===== src/rtl/delay_mon_pkg.sv =====
// Shared types for the delay capture monitor: FSM states and the result record.
package delay_mon_pkg;
  localparam int DEF_DATA_W = 8;
  localparam int DEF_CNT_W  = 8;

  typedef enum logic [1:0] {IDLE, WAIT, SETTLE, REPORT} state_t;

  // Result record at the default widths; the top builds the same layout at its own widths.
  typedef struct packed {
    logic [DEF_CNT_W-1:0]  delay;
    logic                  pass;
    logic                  timeout;
    logic [DEF_DATA_W-1:0] value;
  } res_t;

  function automatic int res_w(input int data_w, input int cnt_w);
    return cnt_w + 2 + data_w;
  endfunction

  localparam int RES_W = res_w(DEF_DATA_W, DEF_CNT_W);
endpackage


===== src/rtl/delay_capture_monitor_if.sv =====
// Result port of the delay capture monitor: valid/ready handshake plus the measurement record.
interface delay_capture_monitor_if #(
  parameter int DATA_W = 8,
  parameter int CNT_W  = 8
);
  logic              res_valid_o;
  logic              res_ready_i;
  logic [CNT_W-1:0]  res_delay_o;
  logic              res_pass_o;
  logic              res_timeout_o;
  logic [DATA_W-1:0] res_value_o;

  modport master (
    output res_valid_o, res_delay_o, res_pass_o, res_timeout_o, res_value_o,
    input  res_ready_i
  );

  modport slave (
    input  res_valid_o, res_delay_o, res_pass_o, res_timeout_o, res_value_o,
    output res_ready_i
  );
endinterface


===== src/rtl/delay_capture_monitor_sat_counter.sv =====
// Saturating up-counter with synchronous clear; clear has priority over increment.
module sat_counter #(
  parameter int W = 8
) (
  input  logic         clk,
  input  logic         rst_n,
  input  logic         clr_i,
  input  logic         inc_i,
  output logic [W-1:0] cnt_o
);
  logic [W-1:0] cnt_q, cnt_d;

  always_comb begin
    cnt_d = cnt_q;
    if (clr_i)                      cnt_d = '0;
    else if (inc_i && cnt_q != '1)  cnt_d = cnt_q + 1'b1;
  end

  always_ff @(posedge clk or negedge rst_n) begin
    if (!rst_n) cnt_q <= '0;
    else        cnt_q <= cnt_d;
  end

  assign cnt_o = cnt_q;
endmodule


===== src/rtl/delay_capture_monitor.sv =====
// Measures cycles from start_i until observed_i holds expected for SETTLE_CYCLES, with timeout.
// Optional DELAY_MON_STATS_EN adds accepted-result statistics ports.
module delay_capture_monitor
  import delay_mon_pkg::*;
#(
  parameter int DATA_W        = 8,
  parameter int CNT_W         = 8,
  parameter int MAX_CYCLES    = 200,
  parameter int SETTLE_CYCLES = 2
) (
  input  logic              clk,
  input  logic              rst_n,
  input  logic              start_i,
  input  logic [DATA_W-1:0] expected_i,
  input  logic [DATA_W-1:0] observed_i,
  output logic              busy_o,
  delay_capture_monitor_if.master res
`ifdef DELAY_MON_STATS_EN
  ,
  output logic [15:0]       stat_cnt_o,
  output logic [CNT_W-1:0]  stat_min_o,
  output logic [CNT_W-1:0]  stat_max_o,
  output logic [15:0]       stat_fail_o
`endif
);
  localparam int MW = (SETTLE_CYCLES > 1) ? $clog2(SETTLE_CYCLES + 1) : 1;

  typedef struct packed {
    logic [CNT_W-1:0]  delay;
    logic              pass;
    logic              timeout;
    logic [DATA_W-1:0] value;
  } res_rec_t;

  state_t            state_q, state_d;
  res_rec_t          res_q, res_d;
  logic [DATA_W-1:0] exp_q, exp_d;
  logic [CNT_W-1:0]  first_match_q, first_match_d;
  logic [CNT_W-1:0]  cnt;
  logic [MW-1:0]     match_cnt;
  logic              match, measuring, settle_done, timed_out, accept;
  logic              cnt_clr, cnt_inc, mcnt_clr, mcnt_inc;

  sat_counter #(.W(CNT_W)) u_cnt (
    .clk(clk), .rst_n(rst_n), .clr_i(cnt_clr), .inc_i(cnt_inc), .cnt_o(cnt)
  );

  sat_counter #(.W(MW)) u_match_cnt (
    .clk(clk), .rst_n(rst_n), .clr_i(mcnt_clr), .inc_i(mcnt_inc), .cnt_o(match_cnt)
  );

  // X/Z on the observed bus must never count as a match.
  assign match       = (observed_i === exp_q);
  assign measuring   = (state_q == WAIT) || (state_q == SETTLE);
  assign settle_done = measuring && match &&
                       ((state_q == WAIT) ? (SETTLE_CYCLES == 1)
                                          : (match_cnt == MW'(SETTLE_CYCLES - 1)));
  assign timed_out   = measuring && (cnt == CNT_W'(MAX_CYCLES)) && !settle_done;
  assign accept      = (state_q == REPORT) && res.res_ready_i;

  always_comb begin
    state_d       = state_q;
    exp_d         = exp_q;
    first_match_d = first_match_q;
    res_d         = res_q;
    cnt_clr       = 1'b1;
    cnt_inc       = 1'b0;
    mcnt_clr      = 1'b1;
    mcnt_inc      = 1'b0;
    case (state_q)
      IDLE: begin
        if (start_i) begin
          exp_d   = expected_i;
          state_d = WAIT;
        end
      end
      WAIT, SETTLE: begin
        cnt_clr  = 1'b0;
        cnt_inc  = 1'b1;
        mcnt_clr = !match;
        mcnt_inc = match;
        if (state_q == WAIT && match) begin
          first_match_d = cnt;
          state_d       = SETTLE;
        end
        if (state_q == SETTLE && !match) state_d = WAIT;
        // Settling on the timeout cycle still counts as a pass.
        if (settle_done) begin
          state_d       = REPORT;
          res_d.delay   = (state_q == WAIT) ? cnt : first_match_q;
          res_d.pass    = 1'b1;
          res_d.timeout = 1'b0;
          res_d.value   = observed_i;
        end else if (timed_out) begin
          state_d       = REPORT;
          res_d.delay   = CNT_W'(MAX_CYCLES);
          res_d.pass    = 1'b0;
          res_d.timeout = 1'b1;
          res_d.value   = observed_i;
        end
      end
      REPORT: begin
        if (accept) state_d = IDLE;
      end
      default: state_d = IDLE;
    endcase
  end

  always_ff @(posedge clk or negedge rst_n) begin
    if (!rst_n) begin
      state_q <= IDLE;
      res_q   <= '0;
    end else begin
      state_q <= state_d;
      res_q   <= res_d;
    end
  end

  always_ff @(posedge clk) begin
    exp_q         <= exp_d;
    first_match_q <= first_match_d;
  end

  assign busy_o            = (state_q != IDLE);
  assign res.res_valid_o   = (state_q == REPORT);
  assign res.res_delay_o   = res_q.delay;
  assign res.res_pass_o    = res_q.pass;
  assign res.res_timeout_o = res_q.timeout;
  assign res.res_value_o   = res_q.value;

`ifdef DELAY_MON_STATS_EN
  logic [CNT_W-1:0] stat_min_q, stat_min_d, stat_max_q, stat_max_d;

  sat_counter #(.W(16)) u_stat_cnt (
    .clk(clk), .rst_n(rst_n), .clr_i(1'b0), .inc_i(accept), .cnt_o(stat_cnt_o)
  );

  sat_counter #(.W(16)) u_stat_fail (
    .clk(clk), .rst_n(rst_n), .clr_i(1'b0), .inc_i(accept && res_q.timeout), .cnt_o(stat_fail_o)
  );

  always_comb begin
    stat_min_d = stat_min_q;
    stat_max_d = stat_max_q;
    if (accept && res_q.pass) begin
      if (res_q.delay < stat_min_q) stat_min_d = res_q.delay;
      if (res_q.delay > stat_max_q) stat_max_d = res_q.delay;
    end
  end

  always_ff @(posedge clk or negedge rst_n) begin
    if (!rst_n) begin
      stat_min_q <= '1;
      stat_max_q <= '0;
    end else begin
      stat_min_q <= stat_min_d;
      stat_max_q <= stat_max_d;
    end
  end

  assign stat_min_o = stat_min_q;
  assign stat_max_o = stat_max_q;
`endif
endmodule


===== src/flat_wrapper.sv =====
// flat-port wrapper written by rule: the top's interface ports become plain ports
module delay_capture_monitor_flat import delay_mon_pkg::*;
#(
  parameter int DATA_W        = 8,
  parameter int CNT_W         = 8,
  parameter int MAX_CYCLES    = 200,
  parameter int SETTLE_CYCLES = 2
)
  (clk, rst_n, start_i, expected_i, observed_i, busy_o, res_res_valid_o, res_res_delay_o, res_res_pass_o, res_res_timeout_o, res_res_value_o, res_res_ready_i);
  delay_capture_monitor_if #(.DATA_W(DATA_W), .CNT_W(CNT_W)) res_i ();
  input  logic clk;
  input  logic rst_n;
  input  logic start_i;
  input  logic [DATA_W-1:0] expected_i;
  input  logic [DATA_W-1:0] observed_i;
  output logic busy_o;
  output wire logic [$bits(res_i.res_valid_o)-1:0] res_res_valid_o;
  output wire logic [$bits(res_i.res_delay_o)-1:0] res_res_delay_o;
  output wire logic [$bits(res_i.res_pass_o)-1:0] res_res_pass_o;
  output wire logic [$bits(res_i.res_timeout_o)-1:0] res_res_timeout_o;
  output wire logic [$bits(res_i.res_value_o)-1:0] res_res_value_o;
  input wire logic [$bits(res_i.res_ready_i)-1:0] res_res_ready_i;
  assign res_res_valid_o = res_i.res_valid_o;
  assign res_res_delay_o = res_i.res_delay_o;
  assign res_res_pass_o = res_i.res_pass_o;
  assign res_res_timeout_o = res_i.res_timeout_o;
  assign res_res_value_o = res_i.res_value_o;
  assign res_i.res_ready_i = res_res_ready_i;
  delay_capture_monitor #(.DATA_W(DATA_W), .CNT_W(CNT_W), .MAX_CYCLES(MAX_CYCLES), .SETTLE_CYCLES(SETTLE_CYCLES)) u_core (.clk(clk), .rst_n(rst_n), .start_i(start_i), .expected_i(expected_i), .observed_i(observed_i), .busy_o(busy_o), .res(res_i));
endmodule

===== config.mk =====
export PLATFORM = sky130hd
export DESIGN_NAME = delay_capture_monitor_flat
export DESIGN_NICKNAME = d
export VERILOG_FILES = /design/src/rtl/delay_mon_pkg.sv /design/src/rtl/delay_capture_monitor_if.sv /design/src/rtl/delay_capture_monitor_sat_counter.sv /design/src/rtl/delay_capture_monitor.sv /design/src/flat_wrapper.sv
export SDC_FILE = /design/constraint.sdc
export NUM_CORES = 1
export LEC_CHECK = 0
export ABC_CLOCK_PERIOD_IN_PS = 6400
export CAP_MARGIN = 10
export CORE_MARGIN = 4
export CORE_UTILIZATION = 45
export CTS_CLUSTER_DIAMETER = 60
export DETAILED_ROUTE_END_ITERATION = 16
export PLACE_DENSITY = 0.71
export SLEW_MARGIN = 25
export SYNTH_ARGS = -nofsm -noshare
export SYNTH_HDL_FRONTEND = slang
export SYNTH_SLANG_ARGS = --single-unit

===== constraint.sdc =====
create_clock -name clk -period 6.4 [get_ports clk]
set_input_delay 1.92 -clock clk [delete_from_list [all_inputs] [get_ports clk]]
set_output_delay 1.92 -clock clk [all_outputs]
set_load 0.02 [all_outputs]

# ---- After elaboration in Yosys (flattened, before gate mapping)
# Cells that the tools add are included.
dict set report totals {
  register_bits 46
  latch_bits 0
  mem_bits_rw 0
  romBits 0
  out_inout_bits 20
  elab_cells 62
  memories 0
}
dict set report classes {
  add_sub_neg 2
  n_mul 0
  div_mod_pow 0
  magnitude_cmp 0
  n_eq_ne 12
  n_shift 0
  n_mux 18
  n_bitwise 0
  reduce_logical 21
}
# operator n
set op_table {}
lappend op_table {{two-way mux 18 bit} 2}
lappend op_table {{two-way mux 8 bit} 3}
lappend op_table {{two-way mux 2 bit} 8}
lappend op_table {{logical AND 1 bit} 9}
lappend op_table {{adder 8 x 1 -> 8 bit (second input constant)} 1}
lappend op_table {{equality test 8 bit (second input constant)} 1}
lappend op_table {{=== test 8 bit} 1}
lappend op_table {{inequality test 8 bit (second input constant)} 1}
lappend op_table {{inequality test 2 bit (second input constant)} 3}
lappend op_table {{case mux 2 bit (3 select lines)} 1}
lappend op_table {{AND reduction 2 bit} 3}
lappend op_table {{nonzero test 2 bit} 3}
lappend op_table {{inequality test 5 x 1 -> 1 bit (second input constant)} 1}
lappend op_table {{equality test 2 x 1 -> 1 bit (second input constant)} 2}
lappend op_table {{equality test 2 bit (second input constant)} 2}
lappend op_table {{two-way mux 1 bit} 4}
lappend op_table {{AND reduction 3 bit} 1}
lappend op_table {{adder 2 x 1 -> 2 bit (second input constant)} 1}
lappend op_table {{zero test 1 bit} 2}
lappend op_table {{zero test 2 bit} 1}
lappend op_table {{inequality test 2 x 1 -> 1 bit (second input constant)} 1}
lappend op_table {{OR reduction 2 bit} 1}
lappend op_table {{logical OR 1 bit} 1}

# ---- Logic depth before layout (Yosys ltp)
# Gate-level depths: netlist of the first run.
dict set report depth {
  ltp_word 9
  depth_mapped 9
}

# ---- By module
# Synthesis of the first run repeated with hierarchy kept, for this count alone.
dict set report unflattened {
  cells_unflattened 179
  area_unflattened_um2 2262.2
}
# mod instances cells_each area_per_inst_um2 seq_area_each_um2
set modules_own_cells {}
lappend modules_own_cells {delay_capture_monitor 1 120 1674.1 980.9}
lappend modules_own_cells {{sat_counter (u_core.u_cnt)} 1 49 464.2 200.2}
lappend modules_own_cells {{sat_counter (u_core.u_match_cnt)} 1 10 123.9 50.0}

# ---- Least setup slack after synthesis of the first run
# Ideal clock, no wire load.
dict set report synth_timing {
  kind {input-to-reg}
  start {input observed_i[6]}
  end {register u_core.res_q (netlist bit u_core.res.res_value_o[2])}
  t_arrival_ns 2.981
  required_time_ns 6.272
  setup_slack_ns 3.292
  cell_stages 5
  path_buffers 0
  cell_sequence {xnor2_1 -> nand4_1 -> nor2_2 -> a31oi_2 -> mux2_1}
}
dict set report synth_between {
  elab_chain_cells 7
  word_cells_on_any_way 8
  classes_between {eq/ne: 1; mux: 1; reduce/logical: 6}
}
# element line
set synth_lines {}
lappend synth_lines {{start: declaration} flat_wrapper.sv:15} ;# input logic [DATA_W-1:0] observed_i;
lappend synth_lines {{=== test 8 bit *} delay_capture_monitor.sv:53} ;# assign match = (observed_i === exp_q);
lappend synth_lines {{logical AND 1 bit * (2 in a row)} delay_capture_monitor.sv:55} ;# assign settle_done = measuring && match &&
lappend synth_lines {{zero test 1 bit} delay_capture_monitor.sv:58} ;# assign timed_out = measuring && (cnt == CNT_W'(MAX_CYCLES)) && !settle_done;
lappend synth_lines {{logical AND 1 bit} delay_capture_monitor.sv:58}
lappend synth_lines {{nonzero test 2 bit (no source line)} -}
lappend synth_lines {{AND reduction 2 bit (no source line)} -}
lappend synth_lines {{end signal: assignment} delay_capture_monitor.sv:115} ;# res_q <= res_d;
lappend synth_lines {{end: declaration} delay_capture_monitor.sv:36} ;# res_rec_t res_q, res_d;
# Every way passes the cells marked *; elsewhere a longest branch is shown, timed or not.
# A chain may end at the register's enable or synchronous reset.

# ---- Worst setup path after layout of the first run
dict set report layout_timing {
  start {input observed_i[6]}
  end {register u_core.res_q (netlist bit u_core.res.res_delay_o[2])}
}
# Same word-level chain as after synthesis.

==> key figures, run 1 <==
Logic synthesis
  • Syn_nets: 195
  • Main synth FF type: dfrtp_1
  • Syn Inst Count: 167
  • Mapped Area: 2100 um2
  • Sequential share of the synthesized area: 58.7%
  • Syn_area_per_cell: 12.5 um2
  • Post-synth EDFFs: 16
  • Main area contributors after synthesis: dfrtp_1 36%, edfxtp_1 23%, ha_1 4.8%
  • Unique masters post-synth: 38
  • Seq cells post-synth: 46
  • Post-synth top area share: 35.8%
  • Top-count cell post-synth: dfrtp_1
  • YS warnings: 0
  • Post-synth top cells: 30 x dfrtp_1, 16 x edfxtp_1, 15 x inv_1
  • Ys async rst share: 65.2%
  • Top cell type by total area after synthesis: dfrtp_1

Global route
  • Largest net degree at the start of global routing: 31
  • Initial antenna violation count: 0
  • Tot GR Track Use: ~14%
  • Remaining Overflow, GRT: 0
  • First-pass GRT wire length: between 6 and 7 mm
  • Vias in the first global route: 1431

Setup path
  • Max FO, Critical Path: 10
  • R2R Path End: u_core.state_q[0]
  • CP Launch Point: observed_i[6]
  • Critical Path Source Type: input port
  • Reg2reg setup slack: 4.04 ns
  • Reg2reg path depth: 7
  • Setup crit end: u_core.res.res_delay_o[2]
  • Worst path required time: 6.61 ns
  • CP Capture Type: register
  • Largest delay contributor family on the critical path: simple AND/OR/NAND/NOR gates
  • Critical Path Max Stage Delay: just under 0.5 ns
  • Buf/Inv on CP: 1
  • WP depth: 6
  • Slowest stage cell, crit path: clkdlybuf4s50_1
  • Critical-path cell list: clkdlybuf4s50_1, xnor2_1, nand4_1, nor2_2, nand3_1, mux2i_1
  • Crit path DAT: between 3 and 4 ns
  • CP Class: input port to register
  • Worst r2r src: u_core.state_q[1]

Power and ir drop
  • Pleak: about 1.1 nW
  • VDD IR max: about 0.12 mV
  • Total power: 0.762 mW
  • Pwr Density: around 290 nW/um2

Floorplanning
  • Io pins: 40
  • Die Y-Extent: roughly 76 um
  • Num rows: 24
  • CORE AREA: around 4400 um2
  • Starting Density: 47.2%
  • Chip width: between 70 and 80 um
  • Die ar.: 5810 um2

Clocking
  • CTS tree: built
  • CTS max path bufs: 2
  • Clk sinks: 46
  • Post-CTS Setup Inserts: 0
  • Clk root buf: clkbuf_8
  • CTS Hold Buffers Added: 0
  • Clock buffer count from CTS: 5
  • Worst-Skew Late Latency: around 0.29 ns
  • H-Tree Level Count: 2
  • Post-CTS Resized: 0
  • Worst-path clk slew: 0.08 ns

Finish
  • Layout area overhead: 25.9%
  • Final Core Density: 59.3%
  • Share of layout cells above drive strength 1: 9.43%
  • Antenna cells: 0
  • Layout fillers: 374
  • Area of the multi-input gates: 777 um2
  • Post-Layout Cell Count: 264
  • Area occupied by registers: 1230 um2
  • Final #Nets: 239
  • Design area: 2640 um2

STA
  • Final Hold Vio Count: 0
  • Min cycle time layout: 3.64 ns
  • Hold slack: 0.496 ns
  • Final period utilization: 56.9%
  • Fin. max-slew vios: 0
  • Slew HR: between 60% and 70%
  • Final setup fails: 0
  • Clock Skews: ~0.0036 ns
  • Tightest Pin Transition: between 0.5 and 0.6 ns
  • Setup TNS: 0 ns
  • Maximum clock rate: 275 MHz
  • Post-route setup slack: 2.76 ns
  • RSZ-0062 raised after global routing: false

Place
  • Cell count after placement: ~260
  • IO buf count: 39
  • Post-Place Worst Slack: ~2.4 ns
  • Cell area after placement: 2530 um2
  • Detailed Place HPWL: approximately 3 mm
  • Routability congestion estimate from global placement: 0.744

Detailed routing
  • DRC: 0
  • DRT Wirelength: about 3.8 mm
  • DRT iter0 DRCs: 54
  • ANT nets after route: 0
  • Routed len/inst: about 14 um
  • DR pass1 iterations: 4
  • Routed vias/inst: 5.03
  • Total number of vias: 1329

Run
  • Max-capacitance violation count: 0

Hold path
  • HP Class: register to register

Outcome
  • Run status: completed
==> tightest hold or removal path, stage by stage (launching register included) <==
cell and delay [ns]:
dfrtp_1 0.36, nand2_1 0.05, nand2_1 0.06
==> cells in the final DEF, fill, tap and decap left out, types with 5 or more instances in the layout <==
master / n
clkdlybuf4s50_1: 39
dfrtp_1: 30
edfxtp_1: 16
inv_1: 15
nor2_1: 14
nand2_1: 12
xnor2_1: 10
mux2i_1: 10
ha_1: 8
mux2_2: 7
a21oi_1: 5
clkbuf_8: 5
==> logic make-up after synthesis <==
logic type | after synthesis | synth area share [%]
AND/OR/NAND/NOR | 48 | 12.2
flip-flops | 46 | 58.7
multiplexers | 20 | 10.1
buffers and inverters | 19 | 4.18
AO/OA/AOI/OAI | 15 | 5.31
XOR/XNOR | 11 | 4.60
adder cells (fa/ha/maj) | 8 | 4.78
==> final cells by class <==
| type | instances | share of cell area, % |
|---|---|---|
| Multi-Input combinational cell | 102 | 29.5 |
| Clock buffer | 7 | 2.89 |
| Timing Repair Buffer | 40 | 15.1 |
| Clock inverter | 1 | 1.14 |
| Sequential cell | 46 | 46.7 |
| Inverter | 16 | 2.28 |
| Tap cell | 52 | 2.47 |
==> how the worst min path moves through the flow <==
stage | to | slack (ns) | start | cells past startpoint
after global placement | u_core.res.res_pass_o | 0.46 | u_core.res.res_pass_o | 2
final | u_core.res.res_pass_o | 0.50 | u_core.res.res_pass_o | 2
after global routing | u_core.res.res_timeout_o | 0.52 | u_core.res.res_timeout_o | 1
after CTS | u_core.res.res_pass_o | 0.49 | u_core.res.res_pass_o | 2
after detailed placement | u_core.res.res_pass_o | 0.47 | u_core.res.res_pass_o | 2
after floorplan | u_core.first_match_q[0] | 0.48 | u_core.u_cnt.cnt_o[0] | 0
==> sequential cells by signal, indices dropped and copies added, names as in the netlist <==
register                  count
u_core.res.res_pass_o         1
u_core.res.res_timeout_o      1
u_core.u_cnt.cnt_o            8
u_core.exp_q                  8
u_core.first_match_q          8
u_core.u_match_cnt.cnt_o      2
u_core.res.res_value_o        8
u_core.res.res_delay_o        8
u_core.state_q                2
==> metal layers <==
metal / GRT usage [%] / routed length (um) / share of wire (%)
met3: 3.78 / 122 / 3.2
met2: 25.4 / 2010 / 52
met5: 0 / 0 / 0
met4: 3.26 / 32 / 0.84
met1: 16.2 / 1660 / 44
==> power by group <==
part | internal [mW] | switching [mW] | leakage [nW]
Combinational | 0.0873 | 0.115 | 0.584
Clock | 0.117 | 0.0893 | 0.0524
Sequential | 0.334 | 0.0190 | 0.503
Note: power is estimated with default switching activity, not from simulation.
==> run 2: changes to the inputs <==
Settings changed: ABC_CLOCK_PERIOD_IN_PS 6400 to 3100, PLACE_DENSITY 0.71 to 0.73.
Clock period 6.4 ns to 3.1 ns, I/O delays scaled along.
==> key figures, run 2 (synthesis results as in run 1) <==
Outcome
  • Run status: completed (unchanged)

Floorplanning
  • Starting Density: 47.2% (unchanged)
  • Num rows: 24 (unchanged)
  • CORE AREA: 4440 um2 (unchanged)
  • Die Y-Extent: 76.2 um (unchanged)
  • Chip width: 76.2 um (unchanged)
  • Io pins: 40 (unchanged)
  • Die ar.: 5810 um2 (unchanged)

Run
  • Max-capacitance violation count: 0 (unchanged)

Setup path
  • CP Class: register to output port (was input port to register)
  • CP Launch Point: u_core.state_q[1] (was observed_i[6])
  • Crit path DAT: 1.72 ns (was 3.85 ns)
  • Worst path required time: 2.17 ns (was 6.61 ns)
  • Max FO, Critical Path: 4 (was 10)
  • Worst r2r src: u_core.state_q[1] (unchanged)
  • CP Capture Type: output port (was register)
  • Critical Path Source Type: register (was input port)
  • Reg2reg path depth: 7 (unchanged)

Detailed routing
  • ANT nets after route: 0 (unchanged)
  • DRT Wirelength: 3.99 mm (was 3.82 mm)
  • DRC: 0 (unchanged)
  • DR pass1 iterations: 4 (unchanged)
  • DRT iter0 DRCs: 88 (was 54)
  • Routed vias/inst: 5.12 (was 5.03)
  • Routed len/inst: 15.1 um (was 14.5 um)
  • Total number of vias: 1357 (was 1329)

STA
  • Setup TNS: 0 ns (unchanged)
  • Slew HR: 63.8% (was 62.7%)
  • Post-route setup slack: 0.449 ns (was 2.76 ns)
  • Min cycle time layout: 2.65 ns
  • Fin. max-slew vios: 0 (unchanged)
  • Clock Skews: 0.0120 ns (was 0.00359 ns)
  • Final setup fails: 0 (unchanged)
  • Maximum clock rate: about 380 MHz
  • Final period utilization: between 80% and 90%
  • RSZ-0062 raised after global routing: false (unchanged)
  • Tightest Pin Transition: 0.541 ns (was 0.558 ns)
  • Final Hold Vio Count: 0 (unchanged)

Global route
  • Remaining Overflow, GRT: 0 (unchanged)
  • First-pass GRT wire length: 6.77 mm (was 6.58 mm)
  • Vias in the first global route: 1422 (was 1431)
  • Initial antenna violation count: 0 (unchanged)
  • Largest net degree at the start of global routing: 31 (unchanged)
  • Tot GR Track Use: 14.6% (was 13.9%)

Clocking
  • H-Tree Level Count: 2 (unchanged)
  • CTS tree: built (unchanged)
  • Clock buffer count from CTS: 5 (unchanged)
  • Clk root buf: clkbuf_8 (unchanged)
  • Worst-Skew Late Latency: 0.30 ns (was 0.29 ns)
  • Worst-path clk slew: 0.08 ns (about the same)
  • CTS max path bufs: 2 (unchanged)
  • Clk sinks: 46 (unchanged)
  • Post-CTS Resized: 0 (unchanged)
  • CTS Hold Buffers Added: 0 (unchanged)
  • Post-CTS Setup Inserts: 0 (unchanged)

Power and ir drop
  • Pleak: 1.17 nW (was 1.14 nW)
  • VDD IR max: 0.340 mV (was 0.121 mV)
  • Total power: 1.69 mW (was 0.762 mW)
  • Pwr Density: 632 nW/um2 (was 289 nW/um2)

Place
  • Routability congestion estimate from global placement: 0.832 (was 0.744)
  • IO buf count: 39 (unchanged)
  • Detailed Place HPWL: 3.10 mm (was 3.00 mm)
  • Post-Place Worst Slack: 0.225 ns (was 2.44 ns)
  • Cell count after placement: 257 (was 256)

Finish
  • Layout fillers: 345 (was 374)
  • Area of the multi-input gates: 777 um2 (unchanged)
  • Layout area overhead: 27.9% (was 25.9%)
  • Antenna cells: 0 (unchanged)
  • Most frequent cells in the layout: 39 x clkdlybuf4s50_1, 30 x dfrtp_1, 16 x edfxtp_1, 15 x inv_1, 14 x nor2_1 (unchanged)
  • Area occupied by registers: 1230 um2 (unchanged)
  • Post-Layout Cell Count: 265 (was 264)
  • Most common cell after layout, fill and taps aside: clkdlybuf4s50_1 (unchanged)
  • Final #Nets: 240 (was 239)
  • Share of layout cells above drive strength 1: 10.8% (was 9.43%)

Hold path
  • HP Class: register to register (unchanged)
  • WHS Path Cells: 2 (unchanged)
  • Hold_sp: u_core.res.res_pass_o (unchanged)
run 2: cell count changes in the layout (fill, tap and decap cells not counted), sizes merged:
cell and delta:
buf +1, bufinv +1, clkbuf -1
run 2: metrics by stage:
stage          instance area (um2)  util (%)  hold slack [ns]
2_1_floorplan                 2100         -            0.475
3_3_place_gp                  2540      57.1            0.463
3_5_place_dp                  2540      57.1            0.478
4_1_cts                       2680      60.3            0.494
5_1_grt                       2680      60.3            0.515
6_report                      2680      60.3            0.484
run 2: path summary, 6_finish.rpt:
check / slack (ns) / endpoint
setup / recovery: 0.45 / busy_o
max in group asynchronous: 1.78 / u_core.res.res_delay_o[1]
setup reg to reg: 0.71 / u_core.state_q[0]
min in group asynchronous: 1.03 / u_core.res.res_value_o[1]
hold / removal: 0.48 / u_core.res.res_pass_o
hold reg to reg: 0.48 / u_core.res.res_pass_o
run 2: layout make-up:
class / instances / area share [%]
inverter: 16 / 2.24
tap: 52 / 2.43
multi-input combinational: 102 / 29.0
clock inverter: 2 / 2.24
sequential: 46 / 45.9
clock buffer: 6 / 3.08
timing repair buffer: 41 / 15.1
run 2: layer usage:
metal / global-route usage (%) / vias up / part of all wire [%]
li1: - / 662 / -
met1: 16.4 / 649 / 38
met2: 27.0 / 40 / 56
met3: 3.55 / 6 / 5.0
met4: 4.35 / 0 / 1.4
met5: 0 / - / 0
run 2: report_power, final:
group / internal, mW / switching (mW) / total (mW)
registers: 0.690 / 0.0397 / 0.730
logic: 0.182 / 0.246 / 0.428
clock network: 0.344 / 0.193 / 0.536
run 2: worst max-delay path: stages (launching register included):
cell and delay [ns]:
dfrtp_1 0.40, inv_1 0.09, ha_1 0.20, inv_1 0.11
clkdlybuf4s50_1 0.63
==> run 3: changes to the inputs <==
Settings changed: CTS_CLUSTER_DIAMETER 60 to unset.
==> results of run 3 <==
Same layout as run 2: the final DEF is identical, and so are final timing and power.
